[config.mk]
export PLATFORM = sky130hd
export DESIGN_NAME = bcd_to_bin_converter
export DESIGN_NICKNAME = d
export VERILOG_FILES = /design/src/rtl/bcd_pkg.sv /design/src/rtl/bcd_rdd_digit_corr.sv /design/src/rtl/bcd_to_bin_converter.sv
export SDC_FILE = /design/constraint.sdc
export NUM_CORES = 1
export LEC_CHECK = 0
export ABC_AREA = 1
export CAP_MARGIN = 40
export CORE_MARGIN = 2
export CORE_UTILIZATION = 49
export DETAILED_ROUTE_END_ITERATION = 12
export PLACE_DENSITY_LB_ADDON = 0.1
export SYNTH_ARGS = -nofsm -noshare
export SYNTH_HDL_FRONTEND = slang
export SYNTH_HIERARCHICAL = 1
export SYNTH_SLANG_ARGS = --single-unit
[constraint.sdc]
create_clock -name clk -period 1.9 [get_ports clk]
set_input_delay 0.38 -clock clk [delete_from_list [all_inputs] [get_ports clk]]
set_output_delay 0.38 -clock clk [all_outputs]
set_load 0.05 [all_outputs]
[src/rtl/bcd_pkg.sv]
// -----------------------------------------------------------------------------
// bcd_pkg
// Shared types and helpers for the packed-BCD to binary converter.
//   bcd_digit_t     : one 4-bit BCD digit
//   bcd_bin_width   : binary width needed to hold any N-digit BCD value
//   bcd_digit_valid : true for digits 0..9
//   b2b_state_t     : converter FSM state encoding
// -----------------------------------------------------------------------------
package bcd_pkg;

  typedef logic [3:0] bcd_digit_t;

  typedef enum logic [1:0] {
    S_IDLE = 2'd0,
    S_CONV = 2'd1,
    S_DONE = 2'd2
  } b2b_state_t;

  // ceil(log2(10^n)); 10^n is never a power of two, so this is the smallest w
  // with 2^w >= 10^n.
  function automatic int bcd_bin_width(input int n);
    longint p;
    int     w;
    p = 1;
    for (int i = 0; i < n; i++) p = p * 10;
    w = 0;
    while ((longint'(1) << w) < p) w++;
    return w;
  endfunction

  function automatic logic bcd_digit_valid(input bcd_digit_t d);
    return (d <= 4'd9);
  endfunction

endpackage

[src/rtl/bcd_rdd_digit_corr.sv]
// -----------------------------------------------------------------------------
// bcd_rdd_digit_corr
// Reverse double-dabble correction cell for one BCD digit: a digit that has
// reached 8 or more after the right shift had a borrowed 10 split into 8+2
// halves, so 3 is taken back off (d >= 8 ? d - 3 : d). Purely combinational.
//   d_i : shifted digit
//   d_o : corrected digit
// -----------------------------------------------------------------------------
module bcd_rdd_digit_corr
  import bcd_pkg::*;
(
  input  logic [3:0] d_i,
  output logic [3:0] d_o
);

  localparam bcd_digit_t CORR_THRESH = 4'd8;
  localparam bcd_digit_t CORR_AMOUNT = 4'd3;

  assign d_o = (d_i >= CORR_THRESH) ? (d_i - CORR_AMOUNT) : d_i;

endmodule

[src/rtl/bcd_to_bin_converter.sv]
// -----------------------------------------------------------------------------
// bcd_to_bin_converter
// Sequential N-digit packed-BCD to unsigned binary converter (reverse
// double-dabble, one shift + per-digit correction per cycle, W cycles).
//
// Ports:
//   clk         : rising-edge clock
//   rst         : asynchronous, active-low reset
//   start       : conversion request, sampled only while busy=0
//   bcd_in      : packed BCD operand, digit i at [4i+3:4i]
//   busy        : conversion in progress
//   done        : one-cycle pulse, bin_out/err valid
//   bin_out     : binary result, held until the next done
//   err         : an input digit was > 9 (updated with every done)
//   dbg_state_o : current FSM state (b2b_state_t encoding), for observation
//
// Handshake: a request is taken on any rising edge where start=1 and the
// converter is not busy (state IDLE or DONE). Requests seen while busy=1 are
// dropped, not queued. bcd_in is captured only on that accept edge. Every
// accepted request yields exactly one done pulse unless reset intervenes.
// -----------------------------------------------------------------------------
module bcd_to_bin_converter
  import bcd_pkg::*;
#(
  parameter  int N = 3,
  localparam int W = bcd_bin_width(N)
) (
  input  logic           clk,
  input  logic           rst,
  input  logic           start,
  input  logic [4*N-1:0] bcd_in,
  output logic           busy,
  output logic           done,
  output logic [W-1:0]   bin_out,
  output logic           err,
  output logic [1:0]     dbg_state_o
);

  localparam int             CW       = $clog2(W + 1);
  localparam logic [CW-1:0]  CNT_LAST = CW'(W - 1);

  b2b_state_t      state_q;
  logic [4*N-1:0]  bcd_sr_q;
  logic [W-1:0]    bin_sr_q;
  logic [CW-1:0]   cnt_q;
  logic            busy_q;
  logic            done_q;
  logic            err_q;
  logic [W-1:0]    bin_out_q;

  logic [4*N-1:0]  bcd_shift;
  logic [4*N-1:0]  bcd_sr_d;
  logic [W-1:0]    bin_sr_d;
  logic            in_valid;

  // Right shift of the combined {bcd_sr, bin_sr} register: the BCD LSB falls
  // into the binary MSB, a zero enters the top BCD digit.
  assign bcd_shift = {1'b0, bcd_sr_q[4*N-1:1]};
  assign bin_sr_d  = {bcd_sr_q[0], bin_sr_q[W-1:1]};

  for (genvar g = 0; g < N; g++) begin : g_corr
    bcd_rdd_digit_corr u_corr (
      .d_i (bcd_shift[4*g +: 4]),
      .d_o (bcd_sr_d[4*g +: 4])
    );
  end

  always_comb begin
    in_valid = 1'b1;
    for (int i = 0; i < N; i++) begin
      if (!bcd_digit_valid(bcd_in[4*i +: 4])) in_valid = 1'b0;
    end
  end

  always_ff @(posedge clk or negedge rst) begin
    if (!rst) begin
      state_q   <= S_IDLE;
      bcd_sr_q  <= '0;
      bin_sr_q  <= '0;
      cnt_q     <= '0;
      busy_q    <= 1'b0;
      done_q    <= 1'b0;
      err_q     <= 1'b0;
      bin_out_q <= '0;
    end else begin
      done_q <= 1'b0;
      case (state_q)
        // DONE accepts exactly like IDLE so back-to-back requests lose no cycle.
        S_IDLE, S_DONE: begin
          state_q <= S_IDLE;
          busy_q  <= 1'b0;
          if (start) begin
            if (in_valid) begin
              bcd_sr_q <= bcd_in;
              bin_sr_q <= '0;
              cnt_q    <= '0;
              busy_q   <= 1'b1;
              state_q  <= S_CONV;
            end else begin
              // Malformed operand: report immediately, no conversion run.
              state_q   <= S_DONE;
              done_q    <= 1'b1;
              err_q     <= 1'b1;
              bin_out_q <= '0;
            end
          end
        end
        S_CONV: begin
          bcd_sr_q <= bcd_sr_d;
          bin_sr_q <= bin_sr_d;
          cnt_q    <= cnt_q + CW'(1);
          if (cnt_q == CNT_LAST) begin
            bin_out_q <= bin_sr_d;
            err_q     <= 1'b0;
            done_q    <= 1'b1;
            busy_q    <= 1'b0;
            state_q   <= S_DONE;
          end
        end
        default: begin
          state_q <= S_IDLE;
          busy_q  <= 1'b0;
        end
      endcase
    end
  end

  assign busy        = busy_q;
  assign done        = done_q;
  assign err         = err_q;
  assign bin_out     = bin_out_q;
  assign dbg_state_o = state_q;

endmodule
==> results of run 1 <==
[per-stage QoR]
| stage | worst slack, ns | hold slack [ns] |
|---|---|---|
| after CTS | 0.0418 | 0.156 |
| after detailed placement | 0.0871 | 0.471 |
| after floorplan | 0.490 | 0.0844 |
| final | 0.0581 | 0.141 |
| after global routing | 0.0201 | 0.188 |
| after global placement | 0.106 | 0.474 |
[worst min path at each step]
stage / from / to / depth (start not counted)
finish: rst / bcd_sr_q[5] / 2
global route: rst / bcd_sr_q[8] / 2
CTS: rst / bin_out[8] / 2
detailed placement: rst / bcd_sr_q[8] / 2
global placement: rst / bcd_sr_q[5] / 2
floorplan: rst / bcd_sr_q[0] / 0
[power groups by stage]
stage	sequential [W]	clock (W)	combinational (W)
2_1_floorplan	0.00153	0	0.000845
4_1_cts	0.00142	0.000721	0.00131
5_1_grt	0.00147	0.000755	0.00149
3_3_place_gp	0.00143	0	0.00127
3_5_place_dp	0.00143	0	0.00130
6_report	0.00142	0.000709	0.00129
[Yosys cell counts (all sizes together)]
master  number  area, sq um
ha           8          100
nand3       40          200
dfrtp       40         1000
xor2         3         26.3
nor2         4         25.0
nand4        2         27.5
or2          2         12.5
conb         1         3.75
a21boi       3         22.5
a21oi        2         10.0
o21ai        8         51.3
inv         30          113
clkbuf       1         3.75
buf         10         65.1
nand2      125          474
a31o         1         8.76
[sequential cells by signal (all words and copies together), names as in the netlist]
name and flops:
bin_sr_q 9, bcd_sr_q 12, err 1, bin_out 10
done 1, dbg_state_o 2, cnt_q 4, busy 1
[cells in the final DEF, fill, tap and decap left out, types with 3 or more instances in the layout]
master,synthesis,layout
xor2_1,3,3
a21boi_1,3,3
inv_1,28,28
ha_1,8,8
nand2_1,123,123
o21ai_2,3,3
o21ai_0,4,4
nand3_1,40,40
buf_4,1,10
conb_1,1,6
clkdlybuf4s50_1,0,25
dfrtp_1,40,40
clkbuf_8,0,5
[final cells by class]
class	count	area [sq um]	share of cell area
Timing Repair Buffer	36	330	0.127
Multi-Input combinational cell	204	981	0.376
Clock buffer	5	68.8	0.0264
Tap cell	52	65.1	0.0250
Inverter	30	113	0.0432
Sequential cell	40	1000	0.384
Clock inverter	3	47.5	0.0182
[cell families after synthesis]
family | synth area share
simple gates | 0.345
buf+inv | 0.0846
flops | 0.467
compound gates | 0.0432
fa+ha+maj | 0.0467
xor+xnor | 0.0123
other cells | 0.00175
[routing by layer]
layer / up-vias / global-route usage / share of wire
met2: 24 / 0.317 / 0.46
li1: 942 / - / -
met1: 802 / 0.277 / 0.51
met3: 2 / 0.0404 / 0.030
met5: - / 0 / 0
met4: 0 / 0.0449 / 0.0034
==> impl_metrics.csv, run 1 <==
group,metric,value,unit
clock_network,cts_tree,"done",
layout,diodes,0,
global_routing,antenna_found_initial,0,
worst_setup_path,cp-startpoint,"bin_out[6]",
worst_setup_path,worstSetupPathType,"register to primary output",
logic_synthesis,ys_seq_area_frac,0.467,
logic_synthesis,syn_avg_cell_area,7.66,sq um
global_routing,first_global_vias,1748,
routing,wl_per_cell,11.8,um
power_and_ir_drop,p_sw,0.00140,W
worst_setup_path,cp-start-kind,"register",
worst_setup_path,crit_path_end,"bin_out[6]",
global_routing,grt_max_degree,44,
placement,port_buffers,29,
worst_setup_path,r2r-start,"dbg_state_o[0]",
floorplanning,core-area,4290,sq um
placement,dpl.hpwl,2.94,mm
worst_setup_path,cp_max_fo,2,
placement,dp.cells,362,
layout,utilization,0.607,
sta,hold_viol_final,0,
flow_run,maxCapViolations,0,
worst_setup_path,r2r_slack,0.16,ns
worst_setup_path,crit_arrival,1.46,ns
worst_hold_path,min_path_type,"primary input to asynchronous set/reset pin",
clock_network,clock_path_buffers,2,
global_routing,grt_pass1_wl,7.73,mm
layout,n_fill_cell,399,
worst_setup_path,cp.required,1.52,ns
sta,maxSlewHeadroom,0.539,
sta,finalSetupViolations,0,
floorplanning,num_io_pins,30,
power_and_ir_drop,ir_drop,662,uV
clock_network,cts_setup_buffers,0,
worst_setup_path,critical_path.slowest_cell,"clkdlybuf4s50_1",
clock_network,cts_sinks,40,
routing,vias,1770,
floorplanning,die_y,70.2,um
layout,fin_area,2610,sq um
sta,finalCritPeriodShare,0.969,
worst_setup_path,crit_path_cell_trace,"clkdlybuf4s50_1",
floorplanning,die_area,4920,sq um
layout,layout.nets,340,
power_and_ir_drop,power,0.00342,W
logic_synthesis,synth.cell_area,2140,sq um
clock_network,htreeDepth,2,
power_and_ir_drop,power.internal,0.00202,W
clock_network,cts_hold_buffers,0,
logic_synthesis,yosys_warnings,6,
layout,area_growth,21.5,%
worst_setup_path,r2r_end,"bcd_sr_q[2]",
sta,tightest_slew,0.691,ns
routing,drtIter0Drc,126,
worst_setup_path,critPathMaxStageDelay,0.81,ns
placement,place_congestion,0.772,
power_and_ir_drop,power_frac_comb,0.378,
clock_network,cts_made_buffers,5,
layout,final_cells,370,
power_and_ir_drop,power_density,1310,nW/um^2
logic_synthesis,synth_cells,280,
floorplanning,row_count,24,
worst_setup_path,reg2reg_depth,6,
sta,drv_slew,0,
layout,layout-drive-gt1-share,0.101,
run_status,status,"completed",
routing,via_per_inst,4.78,
global_routing,grt_overflow,0,
sta,period_needed,1.84,ns
clock_network,path_clk_slew,0.08,ns
floorplanning,initial_core_util,0.499,
sta,fmax,0.543,GHz
clock_network,cts_root_buf,"clkbuf_8",
logic_synthesis,ys_ff_latch,40,
routing,ant_nets,0,
worst_setup_path,critPathBufInv,1,
clock_network,post_cts_resized,0,
placement,place_area,2490,sq um
sta,rsz0062_at_grt,"no",
sta,fin_skew,0.0121,ns
routing,wl,4.37,mm
worst_setup_path,crit_cells,1,
routing,dr.pass1.iters,4,
power_and_ir_drop,seqPwrFrac,0.414,
floorplanning,die_w,70.2,um
power_and_ir_drop,swShare,0.411,
global_routing,grt.total_usage,0.197,
power_and_ir_drop,leakagePower,1.51,nW
routing,drcViolationCount,0,
worst_setup_path,critPathCaptureType,"primary output",
clock_network,clock_latency,0.29,ns
worst_setup_path,crit_family,"buffers and inverters",
logic_synthesis,ys_types,25,
sta,tns,0,ns
power_and_ir_drop,clockPowerShare,0.207,
No activity file was read; power rests on OpenSTA's default activity.
==> inputs of run 2 (changes only) <==
Clock period 1.9 ns to 2.24 ns, I/O delays scaled along.
==> impl_metrics.csv, run 2 (synthesis results as in run 1) <==
group,metric,value,unit
placement,dpl.hpwl,2.91,mm
routing,ant_nets,0,
worst_hold_path,min_path_type,"primary input to asynchronous set/reset pin",
worst_setup_path,cp-start-kind,"register",
layout,diodes,0,
clock_network,clock_latency,0.29,ns
global_routing,globalRouteMet1Util,0.278,
layout,layout-drive-gt1-share,0.0854,
clock_network,cts_made_buffers,5,
routing,vias,1793,
floorplanning,die_y,70.2,um
sta,tightest_slew,0.513,ns
floorplanning,core-area,4290,sq um
routing,dr.pass1.iters,4,
floorplanning,num_io_pins,30,
power_and_ir_drop,ir_drop,571,uV
global_routing,grt_pass1_wl,7.91,mm
sta,maxSlewHeadroom,0.658,
layout,area_growth,21.1,%
global_routing,first_global_vias,1774,
sta,period_needed,1.98,ns
clock_network,path_clk_slew,0.08,ns
clock_network,post_cts_resized,0,
placement,port_buffers,29,
layout,max_flop_register,"bcd_sr_q",
power_and_ir_drop,power_density,1110,nW/um^2
routing,drcViolationCount,0,
sta,hold_viol_final,0,
routing,drtIter0Drc,59,
sta,fmax,0.504,GHz
sta,rsz0062_at_grt,"no",
routing,wl,4.32,mm
sta,setup_slack,0.257,ns
clock_network,cts_setup_buffers,0,
sta,drv_slew,0,
global_routing,antenna_found_initial,0,
worst_setup_path,critPathMaxStageDelay,0.83,ns
run_status,status,"completed",
floorplanning,die_w,70.2,um
placement,place_congestion,0.789,
worst_setup_path,critPathBufInv,1,
floorplanning,initial_core_util,0.499,
worst_setup_path,critical_path.slowest_cell,"clkdlybuf4s50_1",
placement,place_ws,0.334,ns
worst_setup_path,crit_arrival,1.53,ns
layout,mostFrequentLayoutCells,"nand2_1, nand3_1, dfrtp_1, inv_1, clkdlybuf4s50_1",
global_routing,grt_max_degree,41,
global_routing,grtUsageMet3,0.0346,
layout,largest_register_ffs,12,
global_routing,grt_overflow,0,
routing,wl_per_cell,11.7,um
clock_network,cts_root_buf,"clkbuf_8",
worst_setup_path,worstSetupPathType,"register to primary output",
routing,via_per_inst,4.87,
worst_setup_path,crit_family,"buffers and inverters",
global_routing,top_usage_layer,"met2",
layout,layout.nets,338,
clock_network,cts_tree,"done",
worst_setup_path,crit_path_cell_trace,"clkdlybuf4s50_1",
clock_network,cts_sinks,40,
sta,fin_skew,0.00889,ns
layout,layout_commonest_cell,"nand2_1",
clock_network,cts_hold_buffers,0,
clock_network,clock_path_buffers,2,
floorplanning,row_count,24,
sta,tns,0,ns
sta,finalCritPeriodShare,0.885,
worst_setup_path,cp_max_fo,3,
flow_run,maxCapViolations,0,
global_routing,grt.total_usage,0.200,
clock_network,htreeDepth,2,
worst_setup_path,critPathCaptureType,"primary output",
global_routing,met2_usage,0.325,
worst_setup_path,cp.required,1.79,ns
power_and_ir_drop,leakagePower,1.49,nW
floorplanning,die_area,4920,sq um
sta,finalSetupViolations,0,
[run 2: changes by cell type in the layout (fill, tap and decap cells not counted)]
cell,change
clkdlybuf4s50_1,+3
clkinvlp_4,+1
inv_6,+1
clkinv_4,-2
buf_4,-5
[run 2: final cells by class]
type | instances | area (sq um)
clock buffers | 5 | 68.8
clock inverters | 3 | 46.3
fillers | 423 | 1700
inverters | 30 | 113
multi-input cells | 204 | 981
flip-flops and latches | 40 | 1000
well taps | 52 | 65.1
repair buffers | 34 | 323
[run 2: power breakdown]
part           total [W]  leakage [nW]  switching, W  internal (W)
sequential       0.00120         0.524      0.000236      0.000966
clock           0.000602        0.0548      0.000267      0.000336
combinational    0.00109         0.916      0.000681      0.000410
total            0.00290          1.49       0.00118       0.00171
[run 2: routing by layer]
metal	share of wire	routed length [um]
met1	0.51	2210
met2	0.45	1960
met4	0.0079	34
met5	0	0
met3	0.026	113
[run 2: final timing paths]
check	startpoint	end	slack, ns	cells past startpoint
setup / recovery	dbg_state_o[0]	dbg_state_o[0]	0.26	1
hold / removal	rst	bcd_sr_q[5]	0.20	2
setup reg to reg	cnt_q[1]	bin_out[6]	0.56	8
hold reg to reg	busy	busy	0.49	2
max in group asynchronous	rst	cnt_q[0]	1.67	2
min in group clk	busy	busy	0.49	2
[run 2: metrics by stage]
step,std cells,hold slack (ns),power (W),instance area [sq um],utilization
CTS,368,0.233,0.00292,2600,0.605
floorplan,285,0.152,0.00202,2160,-
detailed placement,360,0.469,0.00231,2480,0.578
finish,368,0.204,0.00290,2600,0.605
global placement,360,0.471,0.00229,2480,0.578
global route,368,0.256,0.00315,2600,0.605
[run 2: worst register-to-register path: cells and delay by family, from the launching register on]
family	cells	cell delay [ns]
simple gates	6	1.01
flops	1	0.42
fa+ha+maj	1	0.13
buf+inv	1	0.07
==> inputs of run 3 (changes only) <==
Settings changed: CAP_MARGIN 40 to not set.
==> results of run 3 <==
Final layout, timing and power as in run 2 (identical DEF).
